--- config.mk ---
export PLATFORM = sky130hd
export DESIGN_NAME = uart_tx_fifo_feeder
export DESIGN_NICKNAME = d
export VERILOG_FILES = /design/src/rtl/uart_tx_fifo_feeder.sv
export SDC_FILE = /design/constraint.sdc
export NUM_CORES = 1
export LEC_CHECK = 0
export CORE_MARGIN = 2
export CORE_UTILIZATION = 40
export CTS_BUF_LIST = sky130_fd_sc_hd__clkbuf_8
export DETAILED_ROUTE_END_ITERATION = 8
export PLACE_DENSITY_LB_ADDON = 0.12
export RECOVER_POWER = 25
export REMOVE_ABC_BUFFERS = 1
export SLEW_MARGIN = 20
export SYNTH_ARGS = -nofsm -noshare
export SYNTH_HDL_FRONTEND = slang
export SYNTH_SLANG_ARGS = --single-unit
--- constraint.sdc ---
create_clock -name i_Clock -period 3.29 [get_ports i_Clock]
set_clock_uncertainty 0.05 [all_clocks]
set_input_delay 0.329 -clock i_Clock [delete_from_list [all_inputs] [get_ports i_Clock]]
set_output_delay 0.329 -clock i_Clock [all_outputs]
set_load 0.05 [all_outputs]
--- src/rtl/uart_tx_fifo_feeder.sv ---
// Byte FIFO plus launch FSM feeding uart_tx: one o_Tx_DV strobe per queued byte, each gated on the previous frame's o_Tx_Done.
// Optional o_Level port (registered fill count) is enabled by defining UART_TX_FIFO_LEVEL_EN.
module uart_tx_fifo_feeder #(
  parameter int unsigned DEPTH = 16,
  localparam int unsigned ADDR_W = $clog2(DEPTH)
) (
  input  logic              i_Clock,
  input  logic              i_Rst_n,
  input  logic              i_Wr_DV,
  input  logic [7:0]        i_Wr_Byte,
  output logic              o_Full,
  output logic              o_Empty,
  output logic              o_Overflow,
  input  logic              i_Clr_Ovf,
  output logic              o_Tx_DV,
  output logic [7:0]        o_Tx_Byte,
  input  logic              i_Tx_Active,
  input  logic              i_Tx_Done
`ifdef UART_TX_FIFO_LEVEL_EN
  ,
  output logic [ADDR_W:0]   o_Level
`endif
);

  typedef enum logic [1:0] {
    IDLE,
    WAIT_DONE,
    GAP
  } state_t;

  state_t state, state_next;

  logic [7:0]        mem [DEPTH];
  logic [ADDR_W-1:0] wr_ptr, rd_ptr;
  logic [ADDR_W:0]   count;
  logic              push, pop;

  assign o_Full  = (count == (ADDR_W+1)'(DEPTH));
  assign o_Empty = (count == '0);

  // Full is the pre-edge value, so a write into a full FIFO is dropped even if a pop happens on the same edge.
  assign push = i_Wr_DV && !o_Full;
  assign pop  = (state == IDLE) && !o_Empty && !i_Tx_Active;

  always_ff @(posedge i_Clock) begin
    if (push) begin
      mem[wr_ptr] <= i_Wr_Byte;
    end
  end

  always_ff @(posedge i_Clock or negedge i_Rst_n) begin
    if (!i_Rst_n) begin
      wr_ptr <= '0;
      rd_ptr <= '0;
      count  <= '0;
    end else begin
      if (push) begin
        wr_ptr <= wr_ptr + ADDR_W'(1);
      end
      if (pop) begin
        rd_ptr <= rd_ptr + ADDR_W'(1);
      end
      case ({push, pop})
        2'b10:   count <= count + (ADDR_W+1)'(1);
        2'b01:   count <= count - (ADDR_W+1)'(1);
        default: count <= count;
      endcase
    end
  end

  always_ff @(posedge i_Clock or negedge i_Rst_n) begin
    if (!i_Rst_n) begin
      o_Overflow <= 1'b0;
    end else if (i_Wr_DV && o_Full) begin
      o_Overflow <= 1'b1;
    end else if (i_Clr_Ovf) begin
      o_Overflow <= 1'b0;
    end
  end

  always_ff @(posedge i_Clock or negedge i_Rst_n) begin
    if (!i_Rst_n) begin
      state <= IDLE;
    end else begin
      state <= state_next;
    end
  end

  always_comb begin
    state_next = state;
    case (state)
      IDLE:      if (pop) state_next = WAIT_DONE;
      WAIT_DONE: if (i_Tx_Done) state_next = GAP;
      GAP:       state_next = IDLE;
      default:   state_next = IDLE;
    endcase
  end

  // The launch strobe and byte are registered, so a byte written at edge N launches after edge N+1 at the earliest.
  always_ff @(posedge i_Clock or negedge i_Rst_n) begin
    if (!i_Rst_n) begin
      o_Tx_DV   <= 1'b0;
      o_Tx_Byte <= 8'h00;
    end else begin
      o_Tx_DV <= pop;
      if (pop) begin
        o_Tx_Byte <= mem[rd_ptr];
      end
    end
  end

`ifdef UART_TX_FIFO_LEVEL_EN
  assign o_Level = count;
`endif

endmodule

==> flow_summary_export.csv, run 1 <==
group,metric,value,unit
status,status,"finished, violations left",
status,failed_checks,"max-capacitance violations, max-slew violations",
setup_path,cp-startpoint,"count[1]",
route,drt_iter0_drc,207,
floorplanning,die-area,16500,um^2
synth,syn-cell-area,6180,um^2
synth,synth_edf_count,128,
route,postRouteAntennaNets,0,
route,via_per_inst,5.08,
cells_and_area,antennaDiodeCount,0,
pwr,power_density,849,nW/um^2
setup_path,required,3600,ps
route,wl_per_cell,20.4,um
synth,netlist_top_cells_count,"edfxtp_1, dfrtp_1, mux4_2, nand2_1, nor2_1",
cts,cts_buffers,17,
floorplanning,io_pins,26,
synth,syn_inst,322,
place,routabilityCongestion,0.709,
setup_path,cp-end-kind,"flip-flop",
synth,synthMostInstantiatedCell,"edfxtp_1",
timing,max_freq,344,MHz
cts,clk_latency,440,ps
grt,grt_util_all_layers,0.157,
cts,cts_tree,"yes",
setup_path,reg2reg_from,"count[1]",
timing,setup_ws,387,ps
cells_and_area,fillCellCount,1270,
timing,rsz0062_at_grt,"false",
synth,ys_types,33,
cts,postCtsHoldBufs,0,
cts,clock_path_buffers,2,
route,drtPass1Iterations,4,
place,post-place-ws,386,ps
place,port_buffers,25,
floorplanning,initial_utilization,0.408,
synth,post-synth-top-area-cell,"edfxtp_1",
setup_path,cp-endpoint,"count[4]",
cts,cts_sinks,153,
timing,layout_worst_path_cycle_share,0.882,
cells_and_area,finalNonFillerCells,573,
synth,ys_ff_latch,153,
cts,htreeDepth,4,
floorplanning,fp.dieW,128,um
timing,setup_tns,0,ps
setup_path,cp_max_fo,6,
cts,ctsResizeCount,0,
pwr,ir_drop,0.393,mV
cts,clk_pin_slew,80,ps
floorplanning,die_h,128,um
synth,yosysWarnings,0,
floorplanning,core,15100,um^2
flow_run,cap_violations,1,
grt,antenna_found_initial,0,
cells_and_area,drive_above_1_share,0.221,
timing,maxSlewViolCount,26,
setup_path,crit_arrival,3220,ps
setup_path,reg2reg_to,"count[4]",
setup_path,crit_type,"flip-flop to flip-flop",
timing,slew_headroom,-0.00911,
cts,cts_root_buf,"clkbuf_8",
grt,grt_max_degree,29,
setup_path,rrSetupSlack,390,ps
timing,period_minus_slack,2900,ps
synth,synthFlopType,"edfxtp_1",
synth,async_reset_ff_frac,0.163,
grt,grt_pass1_wl,18100,um
floorplanning,core.rowCount,45,
place,dp_cells,541,
synth,ys_top_cells_by_area,"edfxtp_1, dfrtp_1, mux4_2, mux4_1, mux2i_1",
pwr,power_leakage,2.51,nW
route,vias,2912,
timing,finalHoldViolCount,0,
pwr,p_total,6.04,mW
setup_path,worstSetupStartpointType,"flip-flop",
min_path,hold_class,"input port to flip-flop",
grt,grt_pass1_vias,3093,
synth,synth-seq-area-share,0.723,
place,dp_hpwl,7230,um
synth,avgSynthCellArea,19.2,um^2
timing,fin_hold_ws,377,ps
timing,tightestPinTransition,1510,ps
cells_and_area,areaGrowthSynthToFinish,15.1,%
route,wirelength,11700,um
setup_path,ff2ff_path_depth,9,
cells_and_area,nNetsFinal,396,
synth,yosysTopAreaCellShare,0.622,
timing,setup_viol,0,
grt,grt-ovfl-total,0,
cts,postCtsSetupBuffers,0,
route,drc,0,
## critical path, stage by stage (launching register included)
cell	delay (ps)
dfrtp_1	440
or4_1	590
o21ai_1	180
inv_1	120
ha_1	290
fa_1	440
a21o_1	190
a21oi_1	170
mux2i_1	230
xnor2_1	130
## kinds of logic (layout without fill, tap and decap cells)
family | count (synthesis) | in the layout | share of synthesized area
DFF | 153 | 153 | 0.723
buffers and inverters | 23 | 86 | 0.0247
xor gates and xnor gates | 10 | 10 | 0.0142
AOI/OAI and AO/OA | 23 | 23 | 0.0229
muxes | 54 | 54 | 0.159
and+or+nand+nor | 49 | 49 | 0.0350
adders and majority gates | 10 | 10 | 0.0215
## sequential cells by signal, indices dropped and copies added, names as in the netlist
signal	flops
o_Tx_DV	1
mem	128
o_Overflow	1
state	2
rd_ptr	4
count	5
wr_ptr	4
o_Tx_Byte	8
## report_power, final
group          total [mW]  switching [mW]  internal, mW  leakage [nW]
combinational        1.95            1.03         0.920         0.841
sequential           2.66           0.246          2.41          1.46
clock                1.43           0.740         0.691         0.202
total                6.04            2.02          4.02          2.51
## placed cells by master (no fill, tap or decap), types with 2 or more instances in the layout
cell type	instances
clkinv_2	4
o21ai_0	9
dlygate4sd3_1	5
nor2b_1	3
nand2b_1	3
clkbuf_8	17
inv_6	3
mux4_1	8
nand2_1	18
nand4_1	2
bufinv_16	2
a211o_1	2
buf_4	20
clkdlybuf4s50_1	20
mux4_2	24
a21oi_1	4
a22o_1	3
ha_1	9
dfrtp_1	24
o21ai_1	2
mux2_2	7
inv_8	3
xnor2_1	9
nor3_1	5
mux2i_1	15
edfxtp_1	128
inv_1	7
nor2_1	16
clkinvlp_4	2
a21o_1	2
## metal layers
| layer | routed length (um) | part of all wire | GRT usage | vias up |
|---|---|---|---|---|
| li1 | - | - | - | 1371 |
| met1 | 5240 | 0.45 | 0.194 | 1488 |
| met2 | 5880 | 0.50 | 0.265 | 43 |
| met3 | 405 | 0.035 | 0.0505 | 10 |
| met4 | 145 | 0.012 | 0.0452 | 0 |
| met5 | 0 | 0 | 0 | - |
## metrics by stage
step            util  cell area, um^2
6_report       0.470             7110
5_1_grt        0.470             7110
4_1_cts        0.470             7120
3_5_place_dp   0.444             6720
3_3_place_gp   0.444             6720
2_1_floorplan      -             6050
## worst min path at each step
stage | startpoint | to | cells past startpoint
3_3_place_gp | o_Tx_Byte[2] | o_Tx_Byte[2] | 2
2_1_floorplan | i_Rst_n | count[0] | 0
6_report | i_Tx_Done | state[1] | 3
4_1_cts | i_Rst_n | wr_ptr[2] | 2
5_1_grt | i_Tx_Done | state[1] | 3
3_5_place_dp | o_Tx_Byte[4] | o_Tx_Byte[4] | 2
## final cells by class
| type | count | area, um^2 | share of cell area |
|---|---|---|---|
| Clock buffer | 17 | 234 | 0.0329 |
| Clock inverter | 15 | 164 | 0.0230 |
| Inverter | 7 | 26.3 | 0.00369 |
| Multi-Input combinational cell | 146 | 1560 | 0.219 |
| Sequential cell | 153 | 4470 | 0.629 |
| Tap cell | 188 | 235 | 0.0331 |
| Timing Repair Buffer | 47 | 424 | 0.0596 |
Power figures use the tool's default switching activity.
==> inputs of run 2 (changes only) <==
Settings changed: CORE_MARGIN 2 to unset.
==> run 2 against run 1 <==
  * The flow now finishes without violations
  * Total power grew 3.6%
  * Design area grew 1.0%
  * Sequential power is essentially flat
  * Maximum frequency shrank 0.62%
  * Critical path type unchanged
  * Largest power group unchanged
==> flow_summary_export.csv, run 2 (synthesis results as in run 1) <==
group,metric,value,unit
setup_path,worstPathCellList,"or4_1, o21ai_1, inv_1, ha_1, fa_1, a21o_1, a21oi_1, mux2i_1, xnor2_1",
floorplanning,initial_utilization,0.408,
pwr,ir_drop,0.474,mV
cells_and_area,top_register,"mem",
place,routabilityCongestion,0.707,
setup_path,crit_path_max_incr_delay,590,ps
flow_run,cap_violations,0,
floorplanning,core,15100,um^2
cts,clk_latency,440,ps
floorplanning,fp.dieW,126,um
setup_path,reg2reg_from,"count[1]",
route,wl_per_cell,20.8,um
place,port_buffers,25,
min_path,hold_class,"input port to asynchronous set/reset pin",
grt,grt_pass1_vias,3107,
cells_and_area,final_util,0.474,
setup_path,ff2ff_path_depth,9,
cells_and_area,final_cell_mix,"edfxtp_1, mux4_2, dfrtp_1",
cts,cts_root_buf,"clkbuf_8",
route,drtPass1Iterations,4,
route,highest_layer,"met4",
setup_path,cp-startpoint,"count[1]",
setup_path,worstSetupStartpointType,"flip-flop",
route,wirelength,11900,um
cts,cts_sinks,153,
timing,slew_headroom,0.379,
route,drt_iter0_drc,138,
setup_path,required,3600,ps
grt,antenna_found_initial,0,
floorplanning,die-area,16000,um^2
timing,finalHoldViolCount,0,
timing,max_freq,342,MHz
timing,maxSlewViolCount,0,
setup_path,crit_type,"flip-flop to flip-flop",
timing,setup_viol,0,
floorplanning,io_pins,26,
cells_and_area,fillCellCount,1279,
cts,cts_tree,"yes",
route,drc,0,
cells_and_area,finalNonFillerCells,574,
timing,rsz0062_at_grt,"false",
pwr,power_density,871,nW/um^2
cells_and_area,final_common_cell,"edfxtp_1",
cts,cts_buffers,17,
cts,postCtsSetupBuffers,0,
cells_and_area,largest_registers,"mem (128), o_Tx_Byte (8), count (5)",
route,met1_length,5480,um
cts,ctsResizeCount,0,
timing,tightestPinTransition,929,ps
floorplanning,die_h,126,um
timing,layout_worst_path_cycle_share,0.888,
route,dr_wl_met2,6000,um
setup_path,reg2reg_to,"count[4]",
setup_path,slowest_stage,"or4_1",
cts,htreeDepth,4,
cts,postCtsHoldBufs,0,
setup_path,crit_arrival,3230,ps
setup_path,cp_max_fo,6,
place,dp_hpwl,7490,um
grt,grt_max_degree,28,
grt,grt-ovfl-total,0,
status,status,"finished, final reports clean",
route,via_per_inst,5.16,
cts,clk_pin_slew,80,ps
cells_and_area,antennaDiodeCount,0,
setup_path,rrSetupSlack,370,ps
cells_and_area,nNetsFinal,397,
pwr,power_leakage,2.54,nW
grt,grt_util_all_layers,0.164,
route,vias,2960,
cells_and_area,largest_reg_flops,128,
place,dp_cells,542,
route,dr_wl_met3,304,um
cts,clock_path_buffers,2,
route,postRouteAntennaNets,0,
floorplanning,core.rowCount,45,
cells_and_area,drive_above_1_share,0.223,
setup_path,cp-end-kind,"flip-flop",
grt,grt_pass1_wl,18300,um
timing,period_minus_slack,2920,ps
cells_and_area,areaGrowthSynthToFinish,16.2,%
[run 2: cell type report]
| cell class | count | area [um^2] | area share |
|---|---|---|---|
| clock buffers | 17 | 234 | 0.0326 |
| clock inverters | 15 | 223 | 0.0310 |
| well taps | 188 | 235 | 0.0327 |
| flip-flops and latches | 153 | 4470 | 0.623 |
| multi-input cells | 146 | 1560 | 0.217 |
| inverters | 7 | 26.3 | 0.00366 |
| repair buffers | 48 | 435 | 0.0606 |
[run 2: per-stage QoR]
step / total power, mW / setup slack, ps / cell area, um^2 / setup TNS, ps / hold slack, ps
5_1_grt: 6.59 / 157 / 7180 / 0 / 367
6_report: 6.26 / 369 / 7180 / 0 / 350
2_1_floorplan: 4.01 / -118 / 6050 / -118 / -16.6
4_1_cts: 6.35 / 343 / 7180 / 0 / 342
3_5_place_dp: 4.72 / 370 / 6730 / 0 / 421
3_3_place_gp: 4.70 / 433 / 6730 / 0 / 416
[run 2: routing by layer]
metal | up-vias | GRT usage
met4 | 0 | 0.0489
met1 | 1543 | 0.207
li1 | 1370 | -
met2 | 39 | 0.276
met5 | - | 0
met3 | 8 | 0.0485
[run 2: worst max-delay path by stage]
stage	slack (ps)	to	depth (start not counted)
floorplan	-120	count[4]	9
global placement	430	count[4]	9
detailed placement	370	count[4]	9
CTS	340	count[4]	9
global route	160	count[4]	9
finish	370	count[4]	9
[run 2: power by group]
group / internal (mW) / switching [mW]
sequential: 2.41 / 0.284
combinational: 0.932 / 1.01
clock: 0.909 / 0.712
[run 2: critical path, delay by kind of cell, from the launching register on]
| kind | cells | cell delay [ps] |
|---|---|---|
| adders and majority gates | 2 | 710 |
| and+or+nand+nor | 1 | 590 |
| AOI/OAI and AO/OA | 3 | 560 |
| DFF | 1 | 440 |
| muxes | 1 | 240 |
| xor gates and xnor gates | 1 | 130 |
| buffers and inverters | 1 | 120 |
